<file path="src/rtl/dsp_pkg.sv">
// -----------------------------------------------------------------------------
// dsp_pkg
// Shared definitions for the DSP multiply-add integration:
//   - default widths of the P result stream and of the frame accumulator
//   - state encoding of the frame accumulator flow-control FSM
// -----------------------------------------------------------------------------
package dsp_pkg;

  localparam int DSP_P_W   = 48;
  localparam int DSP_ACC_W = 56;

  // ACC  : accumulating, samples flow freely
  // STALL: last sample of a frame is waiting for the output register to drain
  typedef enum logic {
    ACC   = 1'b0,
    STALL = 1'b1
  } state_e;

endpackage

</file>
<file path="src/rtl/dsp_frame_accumulator_sat_add_u.sv">
// -----------------------------------------------------------------------------
// sat_add_u
// W-bit unsigned saturating adder (purely combinational).
// Ports:
//   a_i   : addend A
//   b_i   : addend B
//   sum_o : a_i + b_i, clamped to all ones when the true sum exceeds 2^W-1
//   ovf_o : high when the clamp was applied
// -----------------------------------------------------------------------------
module sat_add_u #(
  parameter int W = 56
) (
  input  logic [W-1:0] a_i,
  input  logic [W-1:0] b_i,
  output logic [W-1:0] sum_o,
  output logic         ovf_o
);

  logic [W:0] full_sum;

  // One extra bit catches the carry out, which is exactly the overflow case.
  assign full_sum = {1'b0, a_i} + {1'b0, b_i};
  assign ovf_o    = full_sum[W];
  assign sum_o    = full_sum[W] ? {W{1'b1}} : full_sum[W-1:0];

endmodule

</file>
<file path="src/rtl/dsp_frame_accumulator.sv">
// -----------------------------------------------------------------------------
// dsp_frame_accumulator
// Sums LEN consecutive unsigned P samples into one frame total with
// saturation, and presents the total on a one-entry valid/ready register.
// Ports:
//   clk, rst              : clock, asynchronous active-high reset
//   p_in/p_valid/p_ready  : incoming sample stream (accept = valid && ready)
//   clear                 : synchronous abort of the frame in progress
//   sum_out/sum_ovf       : frame total and its saturation flag
//   sum_valid/sum_ready   : output register handshake
//   frame_cnt             : number of frames loaded into the output register
// -----------------------------------------------------------------------------
module dsp_frame_accumulator
  import dsp_pkg::*;
#(
  parameter int DATA_W = DSP_P_W,
  parameter int ACC_W  = DSP_ACC_W,
  parameter int LEN    = 8,
  parameter int CNT_W  = 16
) (
  input  logic              clk,
  input  logic              rst,
  input  logic [DATA_W-1:0] p_in,
  input  logic              p_valid,
  output logic              p_ready,
  input  logic              clear,
  output logic [ACC_W-1:0]  sum_out,
  output logic              sum_ovf,
  output logic              sum_valid,
  input  logic              sum_ready,
  output logic [CNT_W-1:0]  frame_cnt
);

  localparam int IDX_W = (LEN > 1) ? $clog2(LEN) : 1;
  localparam logic [IDX_W-1:0] LAST_IDX = IDX_W'(LEN - 1);

  state_e             state_q, state_d;
  logic [ACC_W-1:0]   acc_q, acc_d;
  logic [IDX_W-1:0]   idx_q, idx_d;
  logic               frame_ovf_q, frame_ovf_d;
  logic [ACC_W-1:0]   sum_out_q, sum_out_d;
  logic               sum_ovf_q, sum_ovf_d;
  logic               sum_valid_q, sum_valid_d;
  logic [CNT_W-1:0]   frame_cnt_q, frame_cnt_d;

  logic               is_last;
  logic               hold_last;
  logic               accept;
  logic               last_accept;
  logic               drain;
  logic [ACC_W-1:0]   add_sum;
  logic               add_ovf;

  sat_add_u #(
    .W (ACC_W)
  ) u_sat_add (
    .a_i   (acc_q),
    .b_i   (ACC_W'(p_in)),
    .sum_o (add_sum),
    .ovf_o (add_ovf)
  );

  assign is_last     = (idx_q == LAST_IDX);
  // The last sample can only be taken if the output register is free now
  // or is being drained in this very cycle.
  assign hold_last   = is_last && sum_valid_q && !sum_ready;
  assign accept      = p_valid && p_ready;
  assign last_accept = accept && is_last;
  assign drain       = sum_valid_q && sum_ready;

  // ---------------- FSM: state register ----------------
  always_ff @(posedge clk or posedge rst) begin
    if (rst) begin
      state_q <= ACC;
    end else begin
      state_q <= state_d;
    end
  end

  // ---------------- FSM: next state ----------------
  always_comb begin
    state_d = state_q;
    if (clear) begin
      state_d = ACC;
    end else begin
      case (state_q)
        ACC:     if (hold_last) state_d = STALL;
        STALL:   if (sum_ready) state_d = ACC;
        default: state_d = ACC;
      endcase
    end
  end

  // ---------------- FSM: outputs ----------------
  // In STALL the held last sample goes through as soon as the output
  // register drains, so ready follows sum_ready combinationally.
  always_comb begin
    p_ready = 1'b0;
    if (!rst && !clear) begin
      p_ready = (state_q == ACC) ? !hold_last : sum_ready;
    end
  end

  // ---------------- Accumulator datapath ----------------
  always_comb begin
    acc_d       = acc_q;
    idx_d       = idx_q;
    frame_ovf_d = frame_ovf_q;
    if (clear) begin
      acc_d       = '0;
      idx_d       = '0;
      frame_ovf_d = 1'b0;
    end else if (accept) begin
      if (is_last) begin
        acc_d       = '0;
        idx_d       = '0;
        frame_ovf_d = 1'b0;
      end else begin
        acc_d       = add_sum;
        idx_d       = idx_q + IDX_W'(1);
        frame_ovf_d = frame_ovf_q | add_ovf;
      end
    end
  end

  // ---------------- Output register ----------------
  // A load wins over a drain, so a coincident drain+load leaves valid high.
  always_comb begin
    sum_out_d   = sum_out_q;
    sum_ovf_d   = sum_ovf_q;
    sum_valid_d = sum_valid_q;
    frame_cnt_d = frame_cnt_q;
    if (last_accept) begin
      sum_out_d   = add_sum;
      sum_ovf_d   = frame_ovf_q | add_ovf;
      sum_valid_d = 1'b1;
      frame_cnt_d = frame_cnt_q + CNT_W'(1);
    end else if (drain) begin
      sum_valid_d = 1'b0;
    end
  end

  always_ff @(posedge clk or posedge rst) begin
    if (rst) begin
      acc_q       <= '0;
      idx_q       <= '0;
      frame_ovf_q <= 1'b0;
      sum_out_q   <= '0;
      sum_ovf_q   <= 1'b0;
      sum_valid_q <= 1'b0;
      frame_cnt_q <= '0;
    end else begin
      acc_q       <= acc_d;
      idx_q       <= idx_d;
      frame_ovf_q <= frame_ovf_d;
      sum_out_q   <= sum_out_d;
      sum_ovf_q   <= sum_ovf_d;
      sum_valid_q <= sum_valid_d;
      frame_cnt_q <= frame_cnt_d;
    end
  end

  assign sum_out   = sum_out_q;
  assign sum_ovf   = sum_ovf_q;
  assign sum_valid = sum_valid_q;
  assign frame_cnt = frame_cnt_q;

endmodule

</file>
<file path="config.mk">
export PLATFORM = sky130hd
export DESIGN_NAME = dsp_frame_accumulator
export DESIGN_NICKNAME = d
export VERILOG_FILES = /design/src/rtl/dsp_pkg.sv /design/src/rtl/dsp_frame_accumulator_sat_add_u.sv /design/src/rtl/dsp_frame_accumulator.sv
export SDC_FILE = /design/constraint.sdc
export NUM_CORES = 1
export LEC_CHECK = 0
export BUFFER_PORTS_ARGS = -buffer_cell sky130_fd_sc_hd__buf_2
export CORE_MARGIN = 8
export CORE_UTILIZATION = 62
export CTS_CLUSTER_DIAMETER = 100
export DETAILED_ROUTE_END_ITERATION = 8
export PLACE_DENSITY = 0.95
export SYNTH_ARGS = -nofsm -noshare
export SYNTH_HDL_FRONTEND = slang
export SYNTH_SLANG_ARGS = --single-unit
</file>
<file path="constraint.sdc">
create_clock -name clk -period 6.7 [get_ports clk]
set_input_delay 0 -clock clk [delete_from_list [all_inputs] [get_ports clk]]
set_output_delay 0 -clock clk [all_outputs]
set_load 0.03 [all_outputs]
</file>
Word level (Yosys, flattened, before mapping). Index checks and enable logic that the tools add are counted.

Register bits: 135. Input port bits: 53. Output and inout port bits: 75.

Add/subtract/negate cells: 3. Equal/unequal tests: 1. Multiplexer cells: 18. Bitwise gates (word level): 2. Reduce and logical (&&, ||, !) cells: 12.

Operators with widths (number): $mux 56 (4); $add 56x48->57 (1); $add 16x1->16 const B (1); $mux 1 (10); $mux 3 (3); $logic_and 1x1->1 (6); $logic_not 1->1 (4); $reduce_bool 2->1 (2); $add 3x1->3 const B (1); $eq 3x3->1 const B (1); $pmux 1 s2 (1); $not 1->1 (1); $or 1x1->1 (1).

Logic depth before layout (Yosys ltp). Gate-level depths: netlist of the first run.

Word-level depth: 9. Depth in mapped cells: 13.

Modules after synthesis. A second synthesis of the first run with hierarchy kept.

Cells, all modules: 1013. Area, all modules: 8823.5 um^2.

Modules (own cells, without submodules): dsp_frame_accumulator (instances 1, cells each 461, area an instance 5195.0 um^2, seq. area each 3378.2 um^2); sat_add_u (instances 1, cells each 552, area an instance 3628.5 um^2, seq. area each 0.0 um^2).

Worst setup path before layout of the first run. Ideal clock, no wire load.

Path type: register to register. From: reg idx_q[0]. To: reg frame_cnt_q[15] (netlist: frame_cnt[15]). Setup time: 0.133 ns. Arrival time: 3.198 ns. Data required time: 6.567 ns. Setup slack: 3.369 ns. Stages on the path, launching flop included: 12. Path buffers: 0. Period minus slack after synthesis: 3.331 ns. Cell sequence: dfrtp_1 ha_1 ha_1 a21oi_1 nor2_1 nor3_1 nand2_1 nor2_1 nand4_1 nor2_1 nand3_1 xnor2_1.

Word-level cells in the longest chain between the ends: 8.

RTL lines: start: declaration (RTL line dsp_frame_accumulator.sv:39) `logic [IDX_W-1:0] idx_q, idx_d;`; start signal: assignment (RTL line dsp_frame_accumulator.sv:154) `idx_q <= idx_d;`; $eq 3x3->1 (RTL line dsp_frame_accumulator.sv:63) `assign is_last = (idx_q == LAST_IDX);`; $logic_and 1x1->1 (2 in a row) (RTL line dsp_frame_accumulator.sv:66) `assign hold_last = is_last && sum_valid_q && !sum_ready;`; $logic_not 1->1 (RTL line dsp_frame_accumulator.sv:100) `p_ready = (state_q == ACC) ? !hold_last : sum_ready;`; $mux 1 (RTL line dsp_frame_accumulator.sv:100); $mux 1 (RTL line dsp_frame_accumulator.sv:99) `if (!rst && !clear) begin`; via p_ready (RTL line dsp_frame_accumulator.sv:25) `output logic p_ready,`; $logic_and 1x1->1 (RTL line dsp_frame_accumulator.sv:67) `assign accept = p_valid && p_ready;`; $logic_and 1x1->1 (RTL line dsp_frame_accumulator.sv:68) `assign last_accept = accept && is_last;`; end signal: assignment (RTL line dsp_frame_accumulator.sv:159) `frame_cnt_q <= frame_cnt_d;`; end: declaration (RTL line dsp_frame_accumulator.sv:44) `logic [CNT_W-1:0] frame_cnt_q, frame_cnt_d;`.

The timed path passes the listed nets, and every way through them passes these cells. A chain may end at the register's enable or synchronous reset.

Worst setup path after layout of the first run.
From: reg acc_q[4]. To: reg acc_q[35].

Word-level cells in the longest chain between the ends: 5.

RTL lines: start: declaration (RTL line dsp_frame_accumulator.sv:38) `logic [ACC_W-1:0] acc_q, acc_d;`; start signal: assignment (RTL line dsp_frame_accumulator.sv:145) `acc_q <= '0;`; start signal: assignment (RTL line dsp_frame_accumulator.sv:153) `acc_q <= acc_d;`; $add 56x48->57 (RTL line dsp_frame_accumulator_sat_add_u.sv:22) `assign full_sum = {1'b0, a_i} + {1'b0, b_i};`; $mux 56 (RTL line dsp_frame_accumulator_sat_add_u.sv:24) `assign sum_o = full_sum[W] ? {W{1'b1}} : full_sum[W-1:0];`; $mux 56 (RTL line dsp_frame_accumulator.sv:114) `if (is_last) begin`; $mux 56 (RTL line dsp_frame_accumulator.sv:113) `end else if (accept) begin`; $mux 56 (RTL line dsp_frame_accumulator.sv:109) `if (clear) begin`.

Every way passes these cells. The select of a mux whose other input is x is not followed.

==> results summary, run 1 <==
The mean instance size in the synthesized netlist came out at 8.54 µm². The final setup TNS came out at 0 ps. The average vias per placed instance came out at 6.28. The total area inside the core boundary comes to 13,200 µm². The critical path data arrival time is 4210 ps. The compound-cell area share of the yosys netlist was 0.228. Counting both buffers and inverters, the worst setup path holds a total of 0.

The critical path in this run is classified as flop to flop. The fraction of final layout cells sized beyond drive strength 1 is 0.167. The share of synthesized area in the top cell type comes to 0.404. The count of max-cap constraint violations came out at 0. The net switching fraction of the power is 0.303.

Internal power comes to 1.64 mW. The number of instances in the synthesized netlist is 978. 128 I/O pins were placed. The maximum clock rate came out at 256 MHz.

Of the total synthesized cell area, the portion taken by AND, OR, NAND and NOR gates is 0.189. The flow ran to the end, and the final reports show no timing, DRC or antenna violations. The nature of the critical path startpoint is a flop.

The total standard cell area after synthesis is 8350 µm². The cell row count came out at 42. The remaining design rule violation count is 0. The count of buffers inserted at the top-level ports came out at 127. TritonCTS built the clock tree. The number of pins exceeding their max-slew limit in the final report is 0.

For this configuration, the core starts out at a cell density of 0.633. The signal on the critical path passes through ha_1 > and3_1 > a221oi_2 > or4_4 > a211oi_2 > o211ai_2 > a31oi_4 > and2b_1 > nor2_1 > o21ai_0. The longest clock path from root to sink contains 2 buffers. The routed layout has 8,004 vias.

In the post-synthesis netlist, the cell with the most instances is nand2_1. Setup repair after global routing left no endpoint under its margin. For this run, the total global-route usage over all layers was measured as 0.272. The number of levels the H-tree was split into is 4.

The filler cell count in the final layout came out at 917. The number of antenna violations at the first check in global routing is 0. Of the total synthesized cell area, the portion taken by full adders, half adders and majority gates is 0.0788. After synthesis the netlist holds a flip-flop and latch count of 135.

The analysis attributes to cell leakage a power of 4.96 nW. The biggest area contributor in the post-synthesis netlist is dfrtp_1. Across the whole layout, storage elements account for 3380 µm². Among all stages on the critical path, the largest delay is contributed by and2b_1. The number of warning messages in the yosys log is 0.

The horizontal die dimension is 132 µm. The detailed router finished its first iteration with 772 violations. The final RePlAce weighted congestion is 0.976.

The setup clock skew after layout is 10.4 ps. The number of nets in the synthesized netlist is 1,083. The part of the power in the clock network came out at 0.421.

By area, the combinational part of the netlist is dominated by compound AO/OA/AOI/OAI gates. The clock period minus final worst setup slack came out at 3910 ps. Entering global routing, the biggest net connects 76 pins. The per-cell routed wire length is 18.6 µm.

The combinational power share is 0.213. The insertion delay of the later-clocked pin in the worst-skew pair came out at 440 ps. From bottom edge to top edge, the die measures 132 µm. The path class of the tightest hold or removal check is primary input to flop.

The share of the cycle needed by the critical path after routing came out at 0.583. Counting flops with a built-in enable in the synthesized netlist gives 0. The number of antenna repair diodes is 0. The final design utilization came out at 0.740. The peak ir drop on the vdd network came out at 0.000199 V. Of the post-synthesis cell area, the part taken by muxes is 0.00599. The area taken by multi-input logic gates is 4730 µm².

The wire length of the first global-routing pass is 39,200 µm. After synthesis, the cell types taking the most area are dfrtp_1 40%, ha_1 7.6%, nand2_1 7.1%. The length of the first detailed-routing pass in iterations came out at 8.

Detailed placement finished with a half-perimeter wire length of 16,800 µm. The distinct cell type count of the synthesized netlist is 67. The total die area came out at 17,400 µm². The completed layout was analyzed and its total power is 2.36 mW. The maximum cell stage delay along the critical path is 720 ps. The final count of negative-setup-slack endpoints came out at 0. By count the netlist is led by 157 x nand2_1, 135 x dfrtp_1, 106 x o21ai_0, 89 x nor2_1, 71 x a21oi_1. The power density relative to cell area came out at 241 nW/µm².

The share of the Yosys chip area taken by registers is 0.404. CTS placed an instance of clkbuf_16 at the clock tree root. The count of antenna-violating nets left after detailed routing is 0.

Summed over all layers, the global routing overflow is 0. The power spent charging and discharging nets came out at 0.713 mW. The cell class contributing the biggest share of worst-path delay is simple AND/OR/NAND/NOR gates. The total CTS buffers came out at 17.

The worst endpoint required time is 7000 ps. The slew at the pin closest to its max-slew limit came out at 1110 ps. The worst-path maximum fanout is 19. The number of hold violations in the final report is 0. At the end of the flow, the number of nets in the layout was 1,192. The clock sink count is 135. The via count of the first global-routing pass was 7,992.

The worst slew margin relative to its limit is 0.255. The parity-gate share of the synthesized area counting xor and xnor cells is 0.0619. Of the total power, registers draw 0.367. For this run, the leading register cell type out of synthesis is dfrtp_1. The area growth from synthesis to final layout is 16.9%. The proportion of synthesized flip-flops having asynchronous set or reset came out at 1.00.

STA classifies the critical path endpoint as a flop. The total wire length came out at 23,700 µm. The total of cells resized after clock tree synthesis came out at 0. After clock tree synthesis, the clock-pin slew on the worst setup and hold paths is 60 ps.
## power by group through the flow
| stage | Clock [mW] | Combinational, mW | Sequential (mW) |
|---|---|---|---|
| floorplan | 0 | 0.349 | 0.878 |
| CTS | 0.987 | 0.488 | 0.864 |
| global placement | 0 | 0.463 | 0.875 |
| finish | 0.991 | 0.501 | 0.864 |
| detailed placement | 0 | 0.474 | 0.878 |
| global route | 1.03 | 0.548 | 0.867 |
## worst register-to-register path, stage by stage (launching register included)
cell and delay (ps):
dfrtp_1 380, ha_1 410, and3_1 240, a221oi_2 110, or4_4 590, a211oi_2 350
o211ai_2 200, a31oi_4 390, and2b_1 720, nor2_1 150, o21ai_0 230
## worst paths after layout
check,from,to,slack (ps),cells past startpoint
setup / recovery,acc_q[4]$_DFFE_PP0P_,acc_q[35]$_DFFE_PP0P_,2790,10
hold / removal,p_in[0],acc_q[0]$_DFFE_PP0P_,40,4
setup reg to reg,acc_q[4]$_DFFE_PP0P_,acc_q[35]$_DFFE_PP0P_,2790,10
hold reg to reg,frame_cnt[15]$_DFFE_PP0P_,frame_cnt[15]$_DFFE_PP0P_,460,1
max in group asynchronous,rst,sum_out[40]$_DFFE_PP0P_,5030,4
min in group asynchronous,rst,sum_out[30]$_DFFE_PP0P_,270,3
## registers in the layout (all words and copies together), names as in the netlist
signal / count
sum_out: 56
idx_q: 3
frame_cnt: 16
acc_q: 56
frame_ovf_q: 1
sum_ovf: 1
state_q: 1
sum_valid: 1
## cells in the final DEF, fill, tap and decap left out, types with 18 or more instances in the layout
cell       n
ha_1      51
buf_2    127
nor2_1    88
nand3_1   23
xnor2_1   36
a21o_1    29
o21ai_1   18
dfrtp_1  135
xor2_1    23
nand2_1  157
o21ai_0  106
a21oi_1   70
## metrics by stage
| stage | hold WS (ps) | instances | setup slack (ps) | cell area [µm²] |
|---|---|---|---|---|
| floorplan | 70.8 | 978 | 3090 | 8350 |
| global placement | 176 | 1238 | 3120 | 9080 |
| detailed placement | 192 | 1238 | 2960 | 9080 |
| CTS | 19.5 | 1275 | 2870 | 9760 |
| global route | 46.8 | 1275 | 2600 | 9760 |
| finish | 35.4 | 1275 | 2790 | 9760 |
## per-layer routing
metal,wire (µm),GRT usage,part of all wire
met5,0,0,0
met2,11000,0.440,0.47
met1,10000,0.337,0.42
met3,1970,0.0720,0.083
met4,662,0.117,0.028
## final cells by class
cell class	instances	area share
Multi-Input combinational cell	776	0.484
Sequential cell	135	0.346
Timing Repair Buffer	140	0.0766
Clock buffer	21	0.0492
Tap cell	176	0.0226
Clock inverter	10	0.0147
Inverter	17	0.00679
## what timing repair did
item / 4_1_cts / 5_1_grt
setup buffers: 0 / 0
endpoints found under the hold margin: 64 / 0
hold buffers: 6 / 0
## cells by family after synthesis
logic type	count (synthesis)
and+or+nand+nor	354
AOI/OAI and AO/OA	306
DFF	135
buffers and inverters	67
xor gates and xnor gates	59
adders and majority gates	52
muxes	5
Note: power is estimated with default switching activity, not from simulation.
==> run 2, diff against run 1 <==
--- a/config.mk
+++ b/config.mk
@@ -5,12 +5,13 @@
 export SDC_FILE = /design/constraint.sdc
 export NUM_CORES = 1
 export LEC_CHECK = 0
+export ABC_AREA = 1
 export BUFFER_PORTS_ARGS = -buffer_cell sky130_fd_sc_hd__buf_2
 export CORE_MARGIN = 8
-export CORE_UTILIZATION = 62
+export CORE_UTILIZATION = 54
 export CTS_CLUSTER_DIAMETER = 100
 export DETAILED_ROUTE_END_ITERATION = 8
-export PLACE_DENSITY = 0.95
+export PLACE_DENSITY = 0.87
 export SYNTH_ARGS = -nofsm -noshare
 export SYNTH_HDL_FRONTEND = slang
 export SYNTH_SLANG_ARGS = --single-unit
==> constraint.sdc (replaced) <==
create_clock -name clk -period 3.3 [get_ports clk]
set_input_delay 0 -clock clk [delete_from_list [all_inputs] [get_ports clk]]
set_output_delay 0 -clock clk [all_outputs]
set_load 0.03 [all_outputs]
==> run 2 against run 1 <==
Net effect:
- critical path depth rose by 2
- die area rose by 38%
- core utilization fell by 12 points
- fmax rose by 37%
- worst hold slack got worse by 3.1 ps
- critical endpoint is now sum_out[8]$_DFFE_PP0P_
==> results summary, run 2 <==
Using the TritonRoute via totals, the vias-per-cell ratio works out to 5.12. Before antenna repair, the detailed router went through 5 iterations. Routability-driven placement finished with a final weighted congestion of 0.979. After legalization and detailed placement, the total HPWL measured 26,700 µm. Among all flip-flop cells after synthesis, the most frequent one is dfrtp_1. The total overflow reported by the global router is 0. The final count of negative-setup-slack endpoints came out at 0. The synthesized net count is 1,787. The per-cell routed wire length came out at 15.9 µm. The proportion of netlist area held by the largest area contributor is 0.322.

The distinct cell type count of the synthesized netlist is 32. The first global-routing pass estimated 54,800 µm of wire. The total number of vias came out at 10.7k. Setup slack on the worst reg-to-reg path comes out at 440 ps. The die covers 24,100 µm². The leading cell type by number of instances after synthesis is nand2_1. After synthesis the cells add up to 10,500 µm². The number of hold violations in the final report is 0. In the final layout, the share of cells above drive strength 1 is 0.122. The number of enable-type register cells in the synthesized netlist came out at 0. In this run the worst setup path begins at acc_q[0]$_DFFE_PP0P_. The mean instance size in the synthesized netlist is 6.24 µm². The DRC violation total after the first TritonRoute iteration is 729. Summing all non-filler instances in the final layout gives an area of 12,000 µm².

Ranked by instance count, the synthesized netlist is headed by 770 x nand2_1, 282 x inv_1, 135 x dfrtp_1, 105 x nor2_1, 67 x nand3_1. The total wire length is 33,300 µm. The via count of the first global-routing pass came out at 10.8k. The total CTS buffers came out at 17. In this run the cell area measured after placement is 11,400 µm². The number of setup buffers added after CTS is 0.

The reg-to-reg startpoint is acc_q[0]$_DFFE_PP0P_. For this run, design rule violations remaining after detail routing come to 0. The number of pins exceeding their max-slew limit in the final report is 0. The power density relative to cell area came out at 402 nW/µm². The share of the cycle needed by the critical path after routing is 0.866. The proportion of synthesized flip-flops having asynchronous set or reset came out at 1.00. At the pin with the least slew margin, the transition time is 890 ps. The clock period minus final worst setup slack is 2860 ps. The count of buffers inserted at the top-level ports is 127.

Summed over all instances, the cell type with the most area after synthesis is dfrtp_1. Synthesis inferred 135 register bits. The setup slack after placement came out at 479 ps. The later pin in the worst-skew pair is clocked with a latency of 440 ps. The path category of the worst min-delay check is primary input to flop. The final setup TNS is 0 ps. The maximum clock rate came out at 350 MHz. The critical path endpoint category is a flop.

The number of instances in the synthesized netlist is 1,682. The number of antenna violations at the first check in global routing came out at 0. The worst setup path is launched from a flop. At the worst endpoint, the arrival time is 3170 ps. The maximum buffer depth of the clock tree is 2. Counting the fill cells in the layout gives 1,878. Leaving out fill and tap cells, the most frequent cells in the layout are 770 x nand2_1, 281 x inv_1, 135 x dfrtp_1, 127 x buf_2, 104 x nor2_1. In this run the number of H-tree levels came out at 4. The worst endpoint required time is 3610 ps.

The total number of nets in the final design is 1,918. The horizontal die dimension is 155 µm. The sequential area share after synthesis came out at 0.322.

The leakage power is 7.57 nW. For this run, the share of the core covered by cells in the final layout is 0.624. Once detail routing completed, the nets flagged for antenna violations numbered 0. The flow ran to the end, and the final reports show no timing, DRC or antenna violations. The die is 155 µm tall. Entering global routing, the biggest net connects 72 pins. The number of warning messages in the yosys log came out at 0. The overall fraction of global-route tracks in use came out at 0.285. The tree built by TritonCTS fans out to 135 sinks.

Relative to the synthesized area, the layout overhead comes to 14.7%. The clock slew at the register clock pins of the worst setup and hold paths is 70 ps. The worst slew margin relative to its limit is 0.407. The peak ir drop on the vdd network came out at 0.000319 V. By startpoint and endpoint, the worst setup path is classified as flop to flop. The worst-path maximum fanout came out at 55. Once routing completed, OpenROAD measured the worst setup slack at 442 ps. The area inside the core boundary is 19,300 µm². The floorplan has 51 rows. The I/O pin count came out at 128. Ranked by total cell area, the synthesized netlist is headed by dfrtp_1 32%, nand2_1 28%, inv_1 10%. Between clock sinks in the finished design, the worst skew comes to 17.3 ps. Setup repair after global routing left no endpoint under its margin. The tree is rooted in a clkbuf_16. The worst hold path startpoint is p_in[1]. The most common cell after layout, fill and taps aside is nand2_1. For this configuration, the core starts out at a cell density of 0.544. The count of max-cap constraint violations came out at 0.

The clock tree from TritonCTS is done. The number of antenna repair diodes came out at 0.
==> run 2: cell types whose count changed after synthesis, sizes merged, moves of 8 or more <==
cell,change
a21o,-29
a21oi,-37
a31oi,-10
buf,+11
clkbuf,-29
inv,+272
nand2,+621
nand3,+70
nor2,+22
o21ai,-63
xnor2,-28
xor2,+8
==> run 2: cell type report <==
type | count | area, µm² | share of cell area
clock buffer | 17 | 425 | 0.0354
timing repair buffer | 144 | 791 | 0.0657
tap | 265 | 332 | 0.0276
multi-input combinational | 1225 | 5830 | 0.485
clock inverter | 15 | 180 | 0.0150
inverter | 290 | 1090 | 0.0908
sequential | 135 | 3380 | 0.281
==> run 2: metrics by stage <==
| stage | hold slack [ps] | std cells | total power [mW] |
|---|---|---|---|
| 3_3_place_gp | 202 | 2053 | 2.84 |
| 6_report | 32.3 | 2091 | 4.84 |
| 4_1_cts | 23.4 | 2091 | 4.85 |
| 5_1_grt | 86.2 | 2091 | 5.06 |
| 3_5_place_dp | 198 | 2053 | 2.86 |
| 2_1_floorplan | 63.1 | 1682 | 2.53 |
==> run 2: kinds of logic (layout without fill, tap and decap cells) <==
logic type,Yosys count,in the layout,share of synthesized area
simple gates,1027,1027,0.407
buf+inv,322,466,0.122
flops,135,135,0.322
compound gates,107,107,0.0537
fa+ha+maj,52,52,0.0627
xor+xnor,39,39,0.0326
==> run 2: final timing paths <==
path / end / depth (start not counted)
max: sum_out[8]$_DFFE_PP0P_ / 12
min: sum_out[1]$_DFFE_PP0P_ / 4
max reg2reg: sum_out[8]$_DFFE_PP0P_ / 12
min reg2reg: sum_out[29]$_DFFE_PP0P_ / 2
max in group asynchronous: acc_q[33]$_DFFE_PP0P_ / 5
min in group asynchronous: sum_out[6]$_DFFE_PP0P_ / 4
==> run 2: power breakdown <==
part           switching, mW  leakage, nW  internal (mW)
combinational          0.760         5.43          0.339
sequential            0.0397         1.85           1.71
clock                  0.906        0.298           1.09
==> run 2: repair_timing <==
action | in CTS | in global routing
endpoints found under the hold margin | 69 | 0
gates resized for setup | 0 | 0
hold buffers | 6 | 0
==> run 2: metal layers <==
layer	GRT usage	share of wire	routed length, µm	vias to the layer above
li1	-	-	-	5361
met1	0.348	0.43	14200	4915
met2	0.493	0.48	16000	362
met3	0.0441	0.058	1910	64
met4	0.114	0.035	1180	0
met5	0	0	0	-
==> run 2: critical path, cell delays in order, from the launching register on <==
cell     delay, ps
dfrtp_1        400
ha_1           220
fa_1           400
nand3_1        130
nand3_2        130
nand2_1         90
nand2_1         90
nand2_1         90
nand3_2        120
nand2_2        120
nand3_4        420
o21ai_0        400
nand2_1         80
